$ cat config.mk
export PLATFORM = sky130hd
export DESIGN_NAME = mac_frame_sequencer_flat
export DESIGN_NICKNAME = d
export VERILOG_FILES = /design/src/rtl/mac_pkg.sv /design/src/rtl/mac_frame_sequencer_if.sv /design/src/rtl/mac_op_fifo.sv /design/src/rtl/mac_frame_sequencer.sv /design/src/flat_wrapper.sv
export SDC_FILE = /design/constraint.sdc
export NUM_CORES = 1
export LEC_CHECK = 0
export ABC_CLOCK_PERIOD_IN_PS = 4400
export CAP_MARGIN = 20
export CORE_ASPECT_RATIO = 0.7
export CORE_UTILIZATION = 58
export DETAILED_ROUTE_END_ITERATION = 10
export PLACE_DENSITY = 0.82
export SLEW_MARGIN = 5
export SYNTH_ARGS = -nofsm -noshare
export SYNTH_HDL_FRONTEND = slang
export SYNTH_HIERARCHICAL = 1
export SYNTH_SLANG_ARGS = --single-unit
$ cat constraint.sdc
create_clock -name clock -period 4.4 [get_ports clock]
set_clock_uncertainty 0.2 [all_clocks]
set_input_delay 0.66 -clock clock [delete_from_list [all_inputs] [get_ports clock]]
set_output_delay 0.66 -clock clock [all_outputs]
set_load 0.02 [all_outputs]
$ cat src/rtl/mac_pkg.sv
// Shared defaults for the MAC operand sequencer slice.
// Latency: n/a (constants only).
// Backpressure: n/a.
package mac_pkg;
    localparam int DEF_W_OP    = 4;
    localparam int DEF_W_ACC   = 9;
    localparam int DEF_VEC_LEN = 4;
    localparam int DEF_DEPTH   = 4;
    // Cycles from operands on in1/in2 to their product showing on mac_out.
    localparam int MAC_LAT     = 2;
endpackage

$ cat src/rtl/mac_frame_sequencer_if.sv
// Bundles operand input, MAC operand/accumulator and frame result signals.
// Latency: n/a (wires only).
// Backpressure: op_ready/res_ready carried here; slave = sequencer side.
interface mac_frame_sequencer_if
    import mac_pkg::*;
#(
    parameter int W_OP  = DEF_W_OP,
    parameter int W_ACC = DEF_W_ACC
);
    logic             op_valid;
    logic             op_ready;
    logic [W_OP-1:0]  op_a;
    logic [W_OP-1:0]  op_b;
    logic [W_OP-1:0]  in1;
    logic [W_OP-1:0]  in2;
    logic [W_ACC-1:0] mac_out;
    logic             res_valid;
    logic             res_ready;
    logic [W_ACC-1:0] res_data;

    modport master (
        output op_valid, op_a, op_b, mac_out, res_ready,
        input  op_ready, in1, in2, res_valid, res_data
    );

    modport slave (
        input  op_valid, op_a, op_b, mac_out, res_ready,
        output op_ready, in1, in2, res_valid, res_data
    );
endinterface

$ cat src/rtl/mac_op_fifo.sv
// Synchronous operand-pair FIFO, DEPTH entries of W bits.
// Latency: pushed entry visible at pop_dat one cycle after the push edge.
// Backpressure: full blocks push (ignored if full); pop ignored when empty.
// Ports: clock/reset_n, push+push_dat, pop+pop_dat, full, empty.
module mac_op_fifo
    import mac_pkg::*;
#(
    parameter int DEPTH = DEF_DEPTH,
    parameter int W     = 2 * DEF_W_OP
) (
    input  logic         clock,
    input  logic         reset_n,
    input  logic         push,
    input  logic [W-1:0] push_dat,
    input  logic         pop,
    output logic [W-1:0] pop_dat,
    output logic         full,
    output logic         empty
);
    localparam int AW = $clog2(DEPTH);

    logic [W-1:0] mem_q [DEPTH];
    logic [W-1:0] mem_d [DEPTH];
    // One extra pointer bit distinguishes full from empty.
    logic [AW:0]  wr_q, wr_d, rd_q, rd_d;

    assign empty   = (wr_q == rd_q);
    assign full    = (wr_q[AW] != rd_q[AW]) && (wr_q[AW-1:0] == rd_q[AW-1:0]);
    assign pop_dat = mem_q[rd_q[AW-1:0]];

    always_comb begin
        mem_d = mem_q;
        wr_d  = wr_q;
        rd_d  = rd_q;
        if (push && !full) begin
            mem_d[wr_q[AW-1:0]] = push_dat;
            wr_d = wr_q + (AW+1)'(1);
        end
        if (pop && !empty) begin
            rd_d = rd_q + (AW+1)'(1);
        end
    end

    always_ff @(posedge clock) begin
        if (!reset_n) begin
            mem_q <= '{default: '0};
            wr_q  <= '0;
            rd_q  <= '0;
        end else begin
            mem_q <= mem_d;
            wr_q  <= wr_d;
            rd_q  <= rd_d;
        end
    end
endmodule

$ cat src/rtl/mac_frame_sequencer.sv
// Feeds MAC operands from a FIFO and returns per-frame dot products (accumulator delta).
// Latency: accept->issue >=1 cycle; result valid 3 cycles after the frame's last issue.
// Backpressure: op_ready = !full; a frame's last pair stalls while a result is held or pending.
// Ports: clock/reset_n plain; bus (slave) carries op_*, in1/in2, mac_out, res_*.
module mac_frame_sequencer
    import mac_pkg::*;
#(
    parameter int DEPTH   = DEF_DEPTH,
    parameter int VEC_LEN = DEF_VEC_LEN,
    parameter int W_OP    = DEF_W_OP,
    parameter int W_ACC   = DEF_W_ACC
) (
    input  logic                 clock,
    input  logic                 reset_n,
    mac_frame_sequencer_if.slave bus
);
    localparam int CW = (VEC_LEN > 1) ? $clog2(VEC_LEN) : 1;
    localparam logic [CW-1:0] LAST_IDX = CW'(VEC_LEN - 1);

    logic [2*W_OP-1:0] fifo_dat;
    logic              fifo_full, fifo_empty, pop;
    logic              at_last, in_flight, stall;

    logic [W_OP-1:0]    in1_q, in1_d, in2_q, in2_d;
    logic [CW-1:0]      cnt_q, cnt_d;
    // Tags ride alongside the issued pair, then delay to the MAC output timing.
    logic               first_q, first_d, last_q, last_d;
    logic [MAC_LAT-2:0] first_sr_q, first_sr_d;
    logic [MAC_LAT-1:0] last_sr_q, last_sr_d;
    logic [W_ACC-1:0]   base_q, base_d, res_data_q, res_data_d;
    logic               res_valid_q, res_valid_d;

    mac_op_fifo #(.DEPTH(DEPTH), .W(2*W_OP)) u_fifo (
        .clock    (clock),
        .reset_n  (reset_n),
        .push     (bus.op_valid),
        .push_dat ({bus.op_a, bus.op_b}),
        .pop      (pop),
        .pop_dat  (fifo_dat),
        .full     (fifo_full),
        .empty    (fifo_empty)
    );

    assign at_last   = (cnt_q == LAST_IDX);
    assign in_flight = last_q || (|last_sr_q);
    // Holding back the last pair guarantees a held result is never overwritten.
    assign stall     = at_last && (res_valid_q || in_flight);
    assign pop       = !fifo_empty && !stall;

    always_comb begin
        in1_d       = '0;
        in2_d       = '0;
        first_d     = 1'b0;
        last_d      = 1'b0;
        cnt_d       = cnt_q;
        first_sr_d  = '0;
        last_sr_d   = '0;
        base_d      = base_q;
        res_valid_d = res_valid_q;
        res_data_d  = res_data_q;

        if (pop) begin
            {in1_d, in2_d} = fifo_dat;
            first_d        = (cnt_q == '0);
            last_d         = at_last;
            cnt_d          = at_last ? '0 : cnt_q + CW'(1);
        end

        first_sr_d[0] = first_q;
        for (int i = 1; i < MAC_LAT - 1; i++) first_sr_d[i] = first_sr_q[i-1];
        last_sr_d[0] = last_q;
        for (int i = 1; i < MAC_LAT; i++) last_sr_d[i] = last_sr_q[i-1];

        // mac_out one cycle after the first issue still excludes the first product.
        if (first_sr_q[MAC_LAT-2]) base_d = bus.mac_out;

        if (res_valid_q && bus.res_ready) res_valid_d = 1'b0;
        // Modular difference absorbs accumulator wrap inside the frame.
        if (last_sr_q[MAC_LAT-1]) begin
            res_valid_d = 1'b1;
            res_data_d  = bus.mac_out - base_q;
        end
    end

    always_ff @(posedge clock) begin
        if (!reset_n) begin
            in1_q       <= '0;
            in2_q       <= '0;
            cnt_q       <= '0;
            first_q     <= 1'b0;
            last_q      <= 1'b0;
            first_sr_q  <= '0;
            last_sr_q   <= '0;
            base_q      <= '0;
            res_valid_q <= 1'b0;
            res_data_q  <= '0;
        end else begin
            in1_q       <= in1_d;
            in2_q       <= in2_d;
            cnt_q       <= cnt_d;
            first_q     <= first_d;
            last_q      <= last_d;
            first_sr_q  <= first_sr_d;
            last_sr_q   <= last_sr_d;
            base_q      <= base_d;
            res_valid_q <= res_valid_d;
            res_data_q  <= res_data_d;
        end
    end

    assign bus.op_ready  = !fifo_full;
    assign bus.in1       = in1_q;
    assign bus.in2       = in2_q;
    assign bus.res_valid = res_valid_q;
    assign bus.res_data  = res_data_q;
endmodule

$ cat src/flat_wrapper.sv
// flat-port wrapper written by rule: the top's interface ports become plain ports
module mac_frame_sequencer_flat import mac_pkg::*;
#(
    parameter int DEPTH   = DEF_DEPTH,
    parameter int VEC_LEN = DEF_VEC_LEN,
    parameter int W_OP    = DEF_W_OP,
    parameter int W_ACC   = DEF_W_ACC
)
  (clock, reset_n, bus_op_valid, bus_op_a, bus_op_b, bus_mac_out, bus_res_ready, bus_op_ready, bus_in1, bus_in2, bus_res_valid, bus_res_data);
  mac_frame_sequencer_if #(.W_OP(W_OP), .W_ACC(W_ACC)) bus_i ();
  input  logic clock;
  input  logic reset_n;
  input wire logic [$bits(bus_i.op_valid)-1:0] bus_op_valid;
  input wire logic [$bits(bus_i.op_a)-1:0] bus_op_a;
  input wire logic [$bits(bus_i.op_b)-1:0] bus_op_b;
  input wire logic [$bits(bus_i.mac_out)-1:0] bus_mac_out;
  input wire logic [$bits(bus_i.res_ready)-1:0] bus_res_ready;
  output wire logic [$bits(bus_i.op_ready)-1:0] bus_op_ready;
  output wire logic [$bits(bus_i.in1)-1:0] bus_in1;
  output wire logic [$bits(bus_i.in2)-1:0] bus_in2;
  output wire logic [$bits(bus_i.res_valid)-1:0] bus_res_valid;
  output wire logic [$bits(bus_i.res_data)-1:0] bus_res_data;
  assign bus_i.op_valid = bus_op_valid;
  assign bus_i.op_a = bus_op_a;
  assign bus_i.op_b = bus_op_b;
  assign bus_i.mac_out = bus_mac_out;
  assign bus_i.res_ready = bus_res_ready;
  assign bus_op_ready = bus_i.op_ready;
  assign bus_in1 = bus_i.in1;
  assign bus_in2 = bus_i.in2;
  assign bus_res_valid = bus_i.res_valid;
  assign bus_res_data = bus_i.res_data;
  mac_frame_sequencer #(.DEPTH(DEPTH), .VEC_LEN(VEC_LEN), .W_OP(W_OP), .W_ACC(W_ACC)) u_core (.clock(clock), .reset_n(reset_n), .bus(bus_i));
endmodule
# After elaboration in Yosys (flattened, before gate mapping)
# Index checks and enable logic that the tools add are counted.
# classes
addsub,4
mul,0
n_div,0
order_cmp,3
eq_ne,4
shifts,0
n_mux,9
bitwise,2
reduce_logical,16
# op_table
op,n
32-bit bitwise mux,1
8-bit two-way mux,3
8-bit binary-select mux with 2-bit select,1
8-bit demux with 2-bit select,1
9-bit subtractor,1
1-bit logical AND,7
"3-bit by 1-bit adder with 3-bit output, second input constant",2
"3-bit greater-or-equal comparator, second input constant",2
2-bit NOT with 3-bit output,2
3-bit equality test,1
1-bit zero test,3
"3-bit by 1-bit less-than comparator with 1-bit output, second input constant",1
"2-bit by 1-bit adder with 2-bit output, second input constant",1
2-bit equality test,1
"2-bit equality test, second input constant",1
2-bit zero test,1
1-bit logical OR,2
1-bit two-way mux,2
2-bit two-way mux,1
2-bit AND reduction,1
2-bit nonzero test,1
2-bit OR reduction,1
1-bit != test,1
# word_totals
regBits,72
latch_bits,0
ramBits,0
romBits,0
output_inout_bits,19
elab_cells,54
memories,0

# Depth between registers and ports, before layout
# depth
depth_word,7
mapped_depth,9
depth_no_buf,8

# Modules after synthesis
# The synthesis kept the hierarchy.
# modules_own_cells
module,instances,cells_per_inst,area_each_um2,seq_area_each_um2
mac_op_fifo,1,175,1870.5,760.7
mac_frame_sequencer,1,161,1531.5,680.7

# Worst setup path after synthesis
# No wires, ideal clock.
# synth_timing
path_kind,input-to-reg
startpoint,input bus_mac_out[0]
endpoint,register u_core.res_data_q[8] (netlist: u_core/bus.res_data[8])
arrival_ns,2.001
required_time_ns,4.114
path_slack_ns,2.113
path_stages,8
n_path_buf,0
cell_sequence,inv_1 -> ha_1 -> fa_1 -> nand2b_1 -> a21oi_1 -> o22ai_1 -> xnor2_1 -> a211oi_1
# synth_between
elab_chain_cells,1
# synth_rtl
item,line_no,source
from (decl),flat_wrapper.sv:16,input wire logic [$bits(bus_i.mac_out)-1:0] bus_mac_out;
9-bit subtractor,mac_frame_sequencer.sv:81,res_data_d = bus.mac_out - base_q;
to (signal assigned),mac_frame_sequencer.sv:107,res_data_q <= res_data_d;
to (decl),mac_frame_sequencer.sv:30,"logic [W_ACC-1:0] base_q, base_d, res_data_q, res_data_d;"
# Every way passes these cells.
# A chain may end at the register's enable or synchronous reset.

# Worst setup path after layout
# layout_timing
startpoint,register u_core.u_fifo.rd_q[0]
endpoint,output bus_op_ready
# layout_between
elab_chain_cells,3
# layout_rtl
item,line_no,source
from (decl),mac_op_fifo.sv:25,"logic [AW:0] wr_q, wr_d, rd_q, rd_d;"
from (signal assigned),mac_op_fifo.sv:52,rd_q <= rd_d;
2-bit equality test,mac_op_fifo.sv:28,assign full = (wr_q[AW] != rd_q[AW]) && (wr_q[AW-1:0] == rd_q[AW-1:0]);
1-bit logical AND,mac_op_fifo.sv:28,
via u_core.fifo_full,mac_frame_sequencer.sv:21,"logic fifo_full, fifo_empty, pop;"
1-bit zero test,mac_frame_sequencer.sv:111,assign bus.op_ready = !fifo_full;
to (decl),flat_wrapper.sv:18,output wire logic [$bits(bus_i.op_ready)-1:0] bus_op_ready;
# The timed path passes the listed nets, and every way through them passes these cells.

==> flow_results.xml <==
<?xml version="1.0" encoding="UTF-8"?>
<metrics>
  <group name="outcome">
    <metric name="run_status" unit="">finished clean</metric>
  </group>
  <group name="timing">
    <metric name="final_min_period_over_clock_period" unit="%">71.5</metric>
    <metric name="timing.setup.tns" unit="ns">0</metric>
    <metric name="max_slew.worst_pin.slew" unit="ns">0.910</metric>
    <metric name="final_hold_slack" unit="ns">0.241</metric>
    <metric name="timing_hold_violations_final" unit="">0</metric>
    <metric name="maxSlewViolCount" unit="">0</metric>
    <metric name="finalSetupViolations" unit="">0</metric>
    <metric name="timing.slew.headroom" unit="%">39.1</metric>
    <metric name="unrepaired_setup_endpoints_after_global_routing" unit="">no</metric>
    <metric name="timing.final.crit_period" unit="ns">3.15</metric>
    <metric name="highest_attainable_clock_frequency" unit="MHz">318</metric>
  </group>
  <group name="worst_setup_path">
    <metric name="cp_slowest_stage_delay" unit="ns">0.86</metric>
    <metric name="critical-path-top-delay-family" unit="">flip-flops</metric>
    <metric name="critical_path_required" unit="ns">3.54</metric>
    <metric name="path_max_fanout" unit="">12</metric>
    <metric name="cp_num_buf_inv" unit="">2</metric>
    <metric name="worstPathCellList" unit="">xnor2_4 -&gt; nand2_1 -&gt; nor2_1 -&gt; inv_1 -&gt; clkdlybuf4s50_1</metric>
    <metric name="timing.reg2reg.worst_path_depth" unit="">7</metric>
    <metric name="setup.reg_to_reg.worst_slack" unit="ns">1.64</metric>
    <metric name="cpMaxStageDelayCell" unit="">dfxtp_1</metric>
    <metric name="worstReg2RegEnd" unit="">u_core/u_fifo/rd_q[1]</metric>
    <metric name="startpoint_type" unit="">flop</metric>
    <metric name="worst-endpoint-arrival" unit="ns">2.29</metric>
    <metric name="timing_worst_setup_path_type" unit="">flop to output port</metric>
    <metric name="end_kind" unit="">output port</metric>
    <metric name="r2r_start" unit="">u_core/u_fifo/rd_q[0]</metric>
  </group>
  <group name="floorplan">
    <metric name="die_y_extent" unit="µm">66.1</metric>
    <metric name="floorplan.initialDensity" unit="%">62.4</metric>
    <metric name="die-width" unit="µm">93.5</metric>
    <metric name="die_area" unit="mm²">0.00618</metric>
    <metric name="floorplan.core_area" unit="mm²">0.00545</metric>
    <metric name="ios" unit="">40</metric>
    <metric name="rows" unit="">22</metric>
  </group>
  <group name="detailed_routing">
    <metric name="route.antenna.remaining_nets" unit="">0</metric>
    <metric name="dr_total_vias" unit="">2478</metric>
    <metric name="drt-pass1-iter-count" unit="">4</metric>
    <metric name="wire_per_inst" unit="µm">15.4</metric>
    <metric name="drc" unit="">0</metric>
    <metric name="route.detailed.vias_per_inst" unit="">5.53</metric>
    <metric name="drc_marker_count_from_the_first_detailed_route_iteration" unit="">131</metric>
    <metric name="drt_wl_total" unit="µm">6910</metric>
  </group>
  <group name="cells_and_area">
    <metric name="final_net_count" unit="">408</metric>
    <metric name="final_cell_mix" unit="">72 x dfxtp_1, 56 x nand2_1, 49 x mux2i_1</metric>
    <metric name="syn_to_final_growth" unit="%">18.7</metric>
    <metric name="fillerInstances" unit="">394</metric>
    <metric name="finalNonFillerCells" unit="">448</metric>
    <metric name="final_common_cell" unit="">dfxtp_1</metric>
    <metric name="layout_cell_share_with_drive_strength_beyond_1" unit="%">9.04</metric>
    <metric name="n_antenna_cell" unit="">0</metric>
  </group>
  <group name="power">
    <metric name="irDropWorstVdd" unit="V">0.000227</metric>
    <metric name="power.combinational.fraction" unit="%">22.7</metric>
    <metric name="cellLeakagePower" unit="nW">1.51</metric>
    <metric name="switching_power" unit="mW">0.532</metric>
    <metric name="share_clk_of_total_power" unit="%">33.5</metric>
    <metric name="total_power" unit="mW">1.78</metric>
    <metric name="power_switching_share" unit="%">29.9</metric>
    <metric name="share_seq_of_total_power" unit="%">43.8</metric>
    <metric name="power_density" unit="mW/mm²">440</metric>
    <metric name="internal_power" unit="mW">1.24</metric>
  </group>
  <group name="synth">
    <metric name="postSynthNetCount" unit="">373</metric>
    <metric name="synth.cell_area" unit="mm²">0.00340</metric>
    <metric name="post_synth.cell_area_avg" unit="µm²">10.1</metric>
    <metric name="syn-instance-count" unit="">336</metric>
    <metric name="ys_seq_area_share" unit="%">42.4</metric>
    <metric name="synth.yosys.warnings" unit="">6</metric>
    <metric name="ys_ff_latch" unit="">72</metric>
    <metric name="netlist-cell-type-count" unit="">42</metric>
  </group>
  <group name="clock_tree">
    <metric name="cts_tree" unit="">built</metric>
    <metric name="cts_hold_repair.buffers" unit="">0</metric>
    <metric name="post-cts-setup-buffer-count" unit="">0</metric>
    <metric name="clk_pin_slew" unit="ns">0.07</metric>
    <metric name="clock_latency" unit="ns">0.35</metric>
    <metric name="numCtsBuffers" unit="">9</metric>
    <metric name="post_cts_resize_count" unit="">0</metric>
    <metric name="htree_num_levels" unit="">3</metric>
    <metric name="clk_root_buffer_cell" unit="">clkbuf_8</metric>
    <metric name="cts.sinks" unit="">72</metric>
    <metric name="cts-root-to-sink-buffers" unit="">2</metric>
  </group>
  <group name="flow_run">
    <metric name="cap_violations" unit="">0</metric>
  </group>
  <group name="place">
    <metric name="dp_hpwl" unit="µm">4700</metric>
    <metric name="numPortBuffers" unit="">39</metric>
    <metric name="placedCellCount" unit="">432</metric>
    <metric name="globalplace.congestion" unit="">0.800</metric>
  </group>
  <group name="global_route">
    <metric name="grt_util_all_layers" unit="%">25.3</metric>
    <metric name="grt_antenna_before_repair" unit="">0</metric>
    <metric name="grt_first_pass_wirelength" unit="µm">11600</metric>
    <metric name="globalRoute.totalOverflow" unit="">0</metric>
    <metric name="maximum_number_of_pins_on_one_net_before_global_route_repair" unit="">76</metric>
    <metric name="number_of_global_route_vias_before_repair" unit="">2443</metric>
  </group>
  <group name="worst_hold_path">
    <metric name="timing.hold.worst.start" unit="">u_core/first_q</metric>
    <metric name="timing.hold.worst_endpoint" unit="">u_core/first_sr_q</metric>
    <metric name="worst_hold_path.num_cells" unit="">1</metric>
    <metric name="timing.hold.worst.class" unit="">flop to flop</metric>
  </group>
</metrics>
area by class of cell:
cell class | count | area, µm² | area share [%]
Clock buffer | 12 | 155 | 3.84
Clock inverter | 4 | 76.3 | 1.89
Inverter | 20 | 75.1 | 1.86
Multi-Input combinational cell | 228 | 1810 | 44.7
Sequential cell | 72 | 1440 | 35.7
Tap cell | 72 | 90.1 | 2.23
Timing Repair Buffer | 40 | 393 | 9.73
worst reg2reg max path, cell delays in order, from the launching register on:
cell,delay [ns]
dfxtp_1,0.86
xnor2_4,0.28
nand3_1,0.18
inv_1,0.09
a21oi_4,0.36
inv_1,0.12
a31oi_1,0.37
mux2i_1,0.23
worst max path at each step:
stage                     startpoint                endpoint  slack, ns  cells after the start
2_1_floorplan         bus_mac_out[0]  u_core/bus.res_data[8]       2.11                      8
3_3_place_gp          bus_mac_out[0]  u_core/bus.res_data[8]       1.54                      9
3_5_place_dp          bus_mac_out[0]  u_core/bus.res_data[8]       1.47                      9
4_1_cts        u_core/u_fifo/rd_q[0]            bus_op_ready       1.20                      5
5_1_grt        u_core/u_fifo/rd_q[0]            bus_op_ready       1.02                      5
6_report       u_core/u_fifo/rd_q[0]            bus_op_ready       1.25                      5
Yosys cell counts (all sizes together):
| master | count | share of area (%) |
|---|---|---|
| inv | 19 | 2.1 |
| xnor2 | 5 | 2.4 |
| nand3b | 3 | 0.66 |
| o21a | 2 | 0.44 |
| buf | 6 | 1.4 |
| fa | 1 | 0.59 |
| o211ai | 4 | 0.88 |
| and3 | 10 | 1.8 |
| nand2b | 4 | 0.74 |
| nor3b | 1 | 0.22 |
| a21o | 2 | 0.44 |
| a31o | 1 | 0.26 |
| nor2b | 4 | 0.74 |
| mux2i | 49 | 14 |
| and2 | 3 | 0.55 |
| o21ai | 4 | 0.59 |
| o22ai | 1 | 0.18 |
| clkbuf | 10 | 1.1 |
| nand4b | 1 | 0.26 |
| nand4 | 2 | 0.37 |
| nand3 | 3 | 0.44 |
| mux4 | 8 | 5.3 |
| or3 | 1 | 0.18 |
| or4 | 2 | 0.55 |
| a31oi | 7 | 2.6 |
| nand2 | 56 | 6.2 |
| clkinv | 1 | 0.11 |
| a21oi | 5 | 1.1 |
| ha | 15 | 5.5 |
| o31a | 1 | 0.26 |
| nor3 | 1 | 0.15 |
| xor2 | 4 | 1.6 |
| nor2 | 24 | 2.6 |
| dfxtp | 72 | 42 |
| a211oi | 4 | 0.88 |
through the flow:
stage                     area, µm²  worst slack [ns]  util (%)
after floorplan                3400              2.11         -
after global placement         3810              1.54      69.8
after detailed placement       3810              1.47      69.8
after CTS                      4040              1.20      74.1
after global routing           4040              1.02      74.1
final                          4040              1.25      74.1
layer usage:
| layer | up-vias | routed length [µm] | GRT usage, % |
|---|---|---|---|
| met2 | 53 | 3270 | 41.1 |
| met1 | 1194 | 3300 | 33.3 |
| met3 | 6 | 279 | 6.78 |
| met4 | 0 | 59 | 7.31 |
| li1 | 1225 | - | - |
| met5 | - | 0 | 0 |
cell families (layout without fill, tap and decap cells):
family          after synthesis  after routing  share of synthesized area, %
flops                        72             72                          42.4
fa+ha+maj                    16             16                          6.11
compound gates               31             31                          7.61
mux                          57             57                          19.7
xor+xnor                      9              9                          3.97
buf+inv                      36             76                          4.71
simple gates                115            115                          15.5
flip-flops by register name, indices dropped and copies added (netlist names), 2 cells and up:
name,count
u_core/bus.in2,4
u_core/base_q,9
u_core/u_fifo/rd_q,3
u_core/cnt_q,2
u_core/u_fifo/mem_q,32
u_core/bus.res_data,9
u_core/u_fifo/wr_q,3
u_core/last_sr_q,2
u_core/bus.in1,4
power by group through the flow:
stage	sequential, mW	clock [mW]	combinational, mW
after floorplan	0.754	0	0.340
after global placement	0.791	0	0.381
after detailed placement	0.794	0	0.398
after CTS	0.780	0.604	0.402
after global routing	0.791	0.632	0.441
final	0.778	0.595	0.403
(Power assumes the default switching activity.)
